$ cat src/rtl/nvram_pkg.sv
// Shared types and constants for the NVRAM / high-score upload path.
package nvram_pkg;

  typedef enum logic [1:0] {
    IDLE  = 2'd0,
    PAUSE = 2'd1,
    READY = 2'd2,
    FETCH = 2'd3
  } nv_state_t;

  // Byte returned for any address outside the RAM image.
  localparam logic [7:0] NV_FILL = 8'hFF;

endpackage

$ cat src/rtl/nvram_upload.sv
// Streams game work RAM back to the HPS over the hps_io ioctl upload channel.
// Optional: define NVRAM_UPLOAD_CHECKSUM_EN to append a zero-sum checksum byte at address SIZE.
module nvram_upload
  import nvram_pkg::*;
#(
  parameter int INDEX   = 4,
  parameter int AW      = 11,
  parameter int SIZE    = 2048,
  parameter int RAM_LAT = 1
) (
  input  logic          clk_sys,
  input  logic          reset_n,
  input  logic          ioctl_upload,
  input  logic [7:0]    ioctl_index,
  input  logic          ioctl_rd,
  input  logic [24:0]   ioctl_addr,
  output logic [7:0]    ioctl_din,
  output logic          ioctl_wait,
  output logic          cpu_pause_req,
  input  logic          cpu_paused,
  output logic [AW-1:0] ram_addr,
  output logic          ram_rd,
  input  logic [7:0]    ram_q,
  output logic          upload_done
);

  localparam logic [7:0]  IDX    = 8'(INDEX);
  localparam logic [24:0] SIZE_A = 25'(SIZE);
  localparam logic [1:0]  LAT    = 2'(RAM_LAT);

  nv_state_t   state;
  logic        session;
  logic        session_q;
  logic [1:0]  lat_cnt;
  logic        oor;
  logic [7:0]  fill;
`ifdef NVRAM_UPLOAD_CHECKSUM_EN
  logic [7:0]  csum;
`endif

  assign session = ioctl_upload && (ioctl_index == IDX);

  // NOTE: all state and outputs are registers updated with <= so every
  // branch below sees the pre-edge values, whatever the statement order.
  always_ff @(posedge clk_sys or negedge reset_n) begin
    if (!reset_n) begin
      state         <= IDLE;
      session_q     <= 1'b0;
      lat_cnt       <= 2'd0;
      oor           <= 1'b0;
      fill          <= 8'h00;
      ioctl_din     <= 8'h00;
      ioctl_wait    <= 1'b0;
      cpu_pause_req <= 1'b0;
      ram_addr      <= '0;
      ram_rd        <= 1'b0;
      upload_done   <= 1'b0;
`ifdef NVRAM_UPLOAD_CHECKSUM_EN
      csum          <= 8'h00;
`endif
    end else begin
      session_q   <= session;
      ram_rd      <= 1'b0;
      upload_done <= 1'b0;

      // Losing the upload strobe ends the session from any state; a read
      // still in flight is simply abandoned.
      if (state != IDLE && !ioctl_upload) begin
        state         <= IDLE;
        cpu_pause_req <= 1'b0;
        ioctl_wait    <= 1'b0;
        upload_done   <= 1'b1;
      end else begin
        case (state)
          IDLE: begin
            if (session && !session_q) begin
              state         <= PAUSE;
              cpu_pause_req <= 1'b1;
              ioctl_wait    <= 1'b1;
`ifdef NVRAM_UPLOAD_CHECKSUM_EN
              csum          <= 8'h00;
`endif
            end
          end

          PAUSE: begin
            if (cpu_paused) begin
              state      <= READY;
              ioctl_wait <= 1'b0;
            end
          end

          READY: begin
            if (ioctl_rd) begin
              state      <= FETCH;
              ioctl_wait <= 1'b1;
              lat_cnt    <= 2'd0;
              if (ioctl_addr < SIZE_A) begin
                oor      <= 1'b0;
                ram_addr <= ioctl_addr[AW-1:0];
                ram_rd   <= 1'b1;
              end else begin
                oor <= 1'b1;
`ifdef NVRAM_UPLOAD_CHECKSUM_EN
                fill <= (ioctl_addr == SIZE_A) ? (~csum + 8'd1) : NV_FILL;
`else
                fill <= NV_FILL;
`endif
              end
            end
          end

          FETCH: begin
            if (oor) begin
              ioctl_din  <= fill;
              ioctl_wait <= 1'b0;
              state      <= READY;
            end else if (lat_cnt == LAT) begin
              ioctl_din  <= ram_q;
              ioctl_wait <= 1'b0;
              state      <= READY;
`ifdef NVRAM_UPLOAD_CHECKSUM_EN
              csum       <= csum + ram_q;
`endif
            end else begin
              lat_cnt <= lat_cnt + 2'd1;
            end
          end

          default: state <= IDLE;
        endcase
      end
    end
  end

endmodule

$ cat config.mk
export PLATFORM = sky130hd
export DESIGN_NAME = nvram_upload
export DESIGN_NICKNAME = d
export VERILOG_FILES = /design/src/rtl/nvram_pkg.sv /design/src/rtl/nvram_upload.sv
export SDC_FILE = /design/constraint.sdc
export NUM_CORES = 1
export LEC_CHECK = 0
export BUFFER_PORTS_ARGS = -buffer_cell sky130_fd_sc_hd__buf_2
export CAP_MARGIN = 20
export CORE_AREA = 2 2 59 61
export CTS_CLUSTER_SIZE = 25
export DETAILED_ROUTE_END_ITERATION = 8
export DIE_AREA = 0 0 61 63
export GPL_ROUTABILITY_DRIVEN = 0
export PLACE_DENSITY = 0.78
export SLEW_MARGIN = 20
export SYNTH_ARGS = -nofsm -noshare
export SYNTH_HDL_FRONTEND = slang
export SYNTH_SLANG_ARGS = --single-unit
$ cat constraint.sdc
create_clock -name clk_sys -period 1.8 [get_ports clk_sys]
set_input_delay 0 -clock clk_sys [delete_from_list [all_inputs] [get_ports clk_sys]]
set_output_delay 0 -clock clk_sys [all_outputs]
set_load 0.01 [all_outputs]
==> flow_metrics.tcl <==
set metrics [dict create \
    grt_max_degree 31 \
    met1_usage 0.187 \
    p_per_area_nw_per_um2 582 \
    cp-startpoint "state[0]$_DFFE_PN0P_" \
    cts_inserted_buffers 5 \
    drt-pass1-iter-count 5 \
    synth_top_area_frac 0.554 \
    synth_area_sq_um 1360 \
    wl_per_cell_microns 12.1 \
    die_y_microns 63 \
    drc 0 \
    yosysUniqueCellTypes 35 \
    antenna_found_initial 0 \
    worstPathRequired_ps 2020 \
    syn_to_final_growth_pct 49.0 \
    finalWorstSetupSlack_ps 183 \
    final_common_cell "buf_2" \
    ys_seq_elements 30 \
    finalMaxSlewViolations 0 \
    synth_nets 165 \
    grt_pass1_wl_microns 5000 \
    worstPathCellList "and4b_1, inv_2, nor2_4, mux2_2" \
    syn_avg_cell_area_sq_um 11.5 \
    cts_sinks 30 \
    relSlewSlack 0.564 \
    peakVddDrop_uv 303 \
    grtUsageMet3 0.0518 \
    cp-start-kind "flip-flop" \
    slowest_stage "dfrtp_1" \
    ctsRootBufferMaster "clkbuf_4" \
    fin_crit_sh 0.898 \
    portBuffers 68 \
    clockBufferDepth 2 \
    critPathTopFamily "simple AND/OR/NAND/NOR gates" \
    ys_warn_count 0 \
    drt_iter0_drc 63 \
    routed_via_density 4.67 \
    final_cell_mix "buf_2, dfrtp_1, dlygate4sd3_1" \
    num_vias 1215 \
    yosysSeqAreaShare 0.554 \
    nNetsFinal 261 \
    synthCells 118 \
    ant_nets 0 \
    fmax_ghz 0.619 \
    clock_skew_ps 5.69 \
    ioPinCount 69 \
    track_usage 0.176 \
    synthFlopType "dfrtp_1" \
    yosys-top-cells-area "dfrtp_1, mux2_4, a21oi_1" \
    worst_setup_path_end_kind "flip-flop" \
    synth_edf_count 0 \
    die_area_sq_um 3840 \
    initial_utilization 0.419 \
    gr-total-overflow 0 \
    yosys.area.top_type "dfrtp_1" \
    outcome "finished, final reports clean" \
    multiInputGateArea_sq_um 546 \
    wl_microns 3140 \
    grt_pass1_vias 1169 \
    worst_pin_slew_ps 654 \
    dp_hpwl_microns 2060 \
    tritoncts "done" \
    hold_viol_final 0 \
    cpPeakStageDelay_ps 380 \
    worstPathArrival_ps 1830 \
    antennaDiodeCount 0 \
    clk-insertion-delay-late_ps 320 \
    place_ws_ps 168 \
    seq_area_sq_um 751 \
    die_x_microns 61 \
    core_sq_um 3230 \
    period_needed_ps 1620 \
    ctsResizeCount 0 \
    cts_hold_buf 24 \
    critPathMaxFanout 13 \
    crit_type "reg2reg" \
    hp-start "ioctl_addr[18]" \
    drive_above_1_share 0.449 \
    rsz0062_at_grt "no" \
    min_path_type "in2reg" \
    drv_cap 0 \
    path_clk_slew_ps 90 \
    grt-busiest-layer "met2" \
    reg2reg_from "state[0]$_DFFE_PN0P_" \
    htreeDepth 2 \
    use_met2 0.320 \
    setup-violations-final 0 \
    rows 21 \
    fin_setup_tns_ps 0 \
    cts_setup_buffers 0 \
    synthArstFlopShare 1.00 \
    fillers 267 \
    crit_buf_inv 1 \
    power.leakage_nw 1.05 \
]
==> state kept, by name, indices dropped and copies added, names as in the netlist, 2 cells and up <==
signal / cells
ram_addr: 11
ioctl_din: 8
lat_cnt: 2
state: 2
==> worst paths after layout <==
kind	slack, ps	cells past startpoint	to
min in group asynchronous	230	2	ioctl_din[0]$_DFFE_PN0P_
max in group asynchronous	1140	2	state[0]$_DFFE_PN0P_
hold / removal	100	4	fill[0]$_DFFE_PN0P_
setup reg to reg	180	4	ram_addr[1]$_DFFE_PN0P_
hold reg to reg	460	1	fill[0]$_DFFE_PN0P_
setup / recovery	180	4	ram_addr[1]$_DFFE_PN0P_
==> metrics by stage <==
stage	area [sq um]	util	hold WS [ps]	std cells	power, mW
5_1_grt	2020	0.625	145	260	1.22
3_5_place_dp	1730	0.536	63.2	229	0.790
3_3_place_gp	1730	0.536	64.7	229	0.789
6_report	2020	0.625	99.7	260	1.18
2_1_floorplan	1360	-	-296	118	0.719
4_1_cts	2020	0.625	97.1	260	1.19
==> synthesized netlist by cell type (all sizes together) (2+ instances only) <==
cell type	number
clkbuf	2
mux2	11
dfrtp	30
nand2	9
a21oi	13
nor2b	2
a22o	2
inv	3
nor2	10
o21ai	12
nor4	4
buf	4
==> cells by family (layout without fill, tap and decap cells) <==
family | Yosys count | after routing | share of synthesized area
muxes | 11 | 11 | 0.114
adders and majority gates | 1 | 1 | 0.00923
AOI/OAI and AO/OA | 32 | 32 | 0.135
buffers and inverters | 10 | 106 | 0.0434
DFF | 30 | 30 | 0.554
and+or+nand+nor | 34 | 34 | 0.145
==> power breakdown <==
| part | total [mW] | switching, mW | internal, mW |
|---|---|---|---|
| Sequential | 0.683 | 0.00380 | 0.679 |
| Clock | 0.361 | 0.221 | 0.140 |
| Combinational | 0.132 | 0.0513 | 0.0806 |
| Total | 1.18 | 0.276 | 0.900 |
==> layout make-up <==
class                   instances  area share
clock inverters                 2     0.00496
multi-input cells              78       0.270
repair buffers                 95       0.299
well taps                      46      0.0285
flip-flops and latches         30       0.372
inverters                       4     0.00743
clock buffers                   5      0.0186
==> layer usage <==
layer	routed length [microns]	share of wire
met1	1280	0.41
met5	0	0
met3	206	0.066
met2	1610	0.51
met4	46	0.015
==> worst min-delay path, stage by stage <==
cell	delay, ps
buf_2	70
nor2_1	30
nand4_1	140
a21o_2	140
Power figures use the tool's default switching activity.
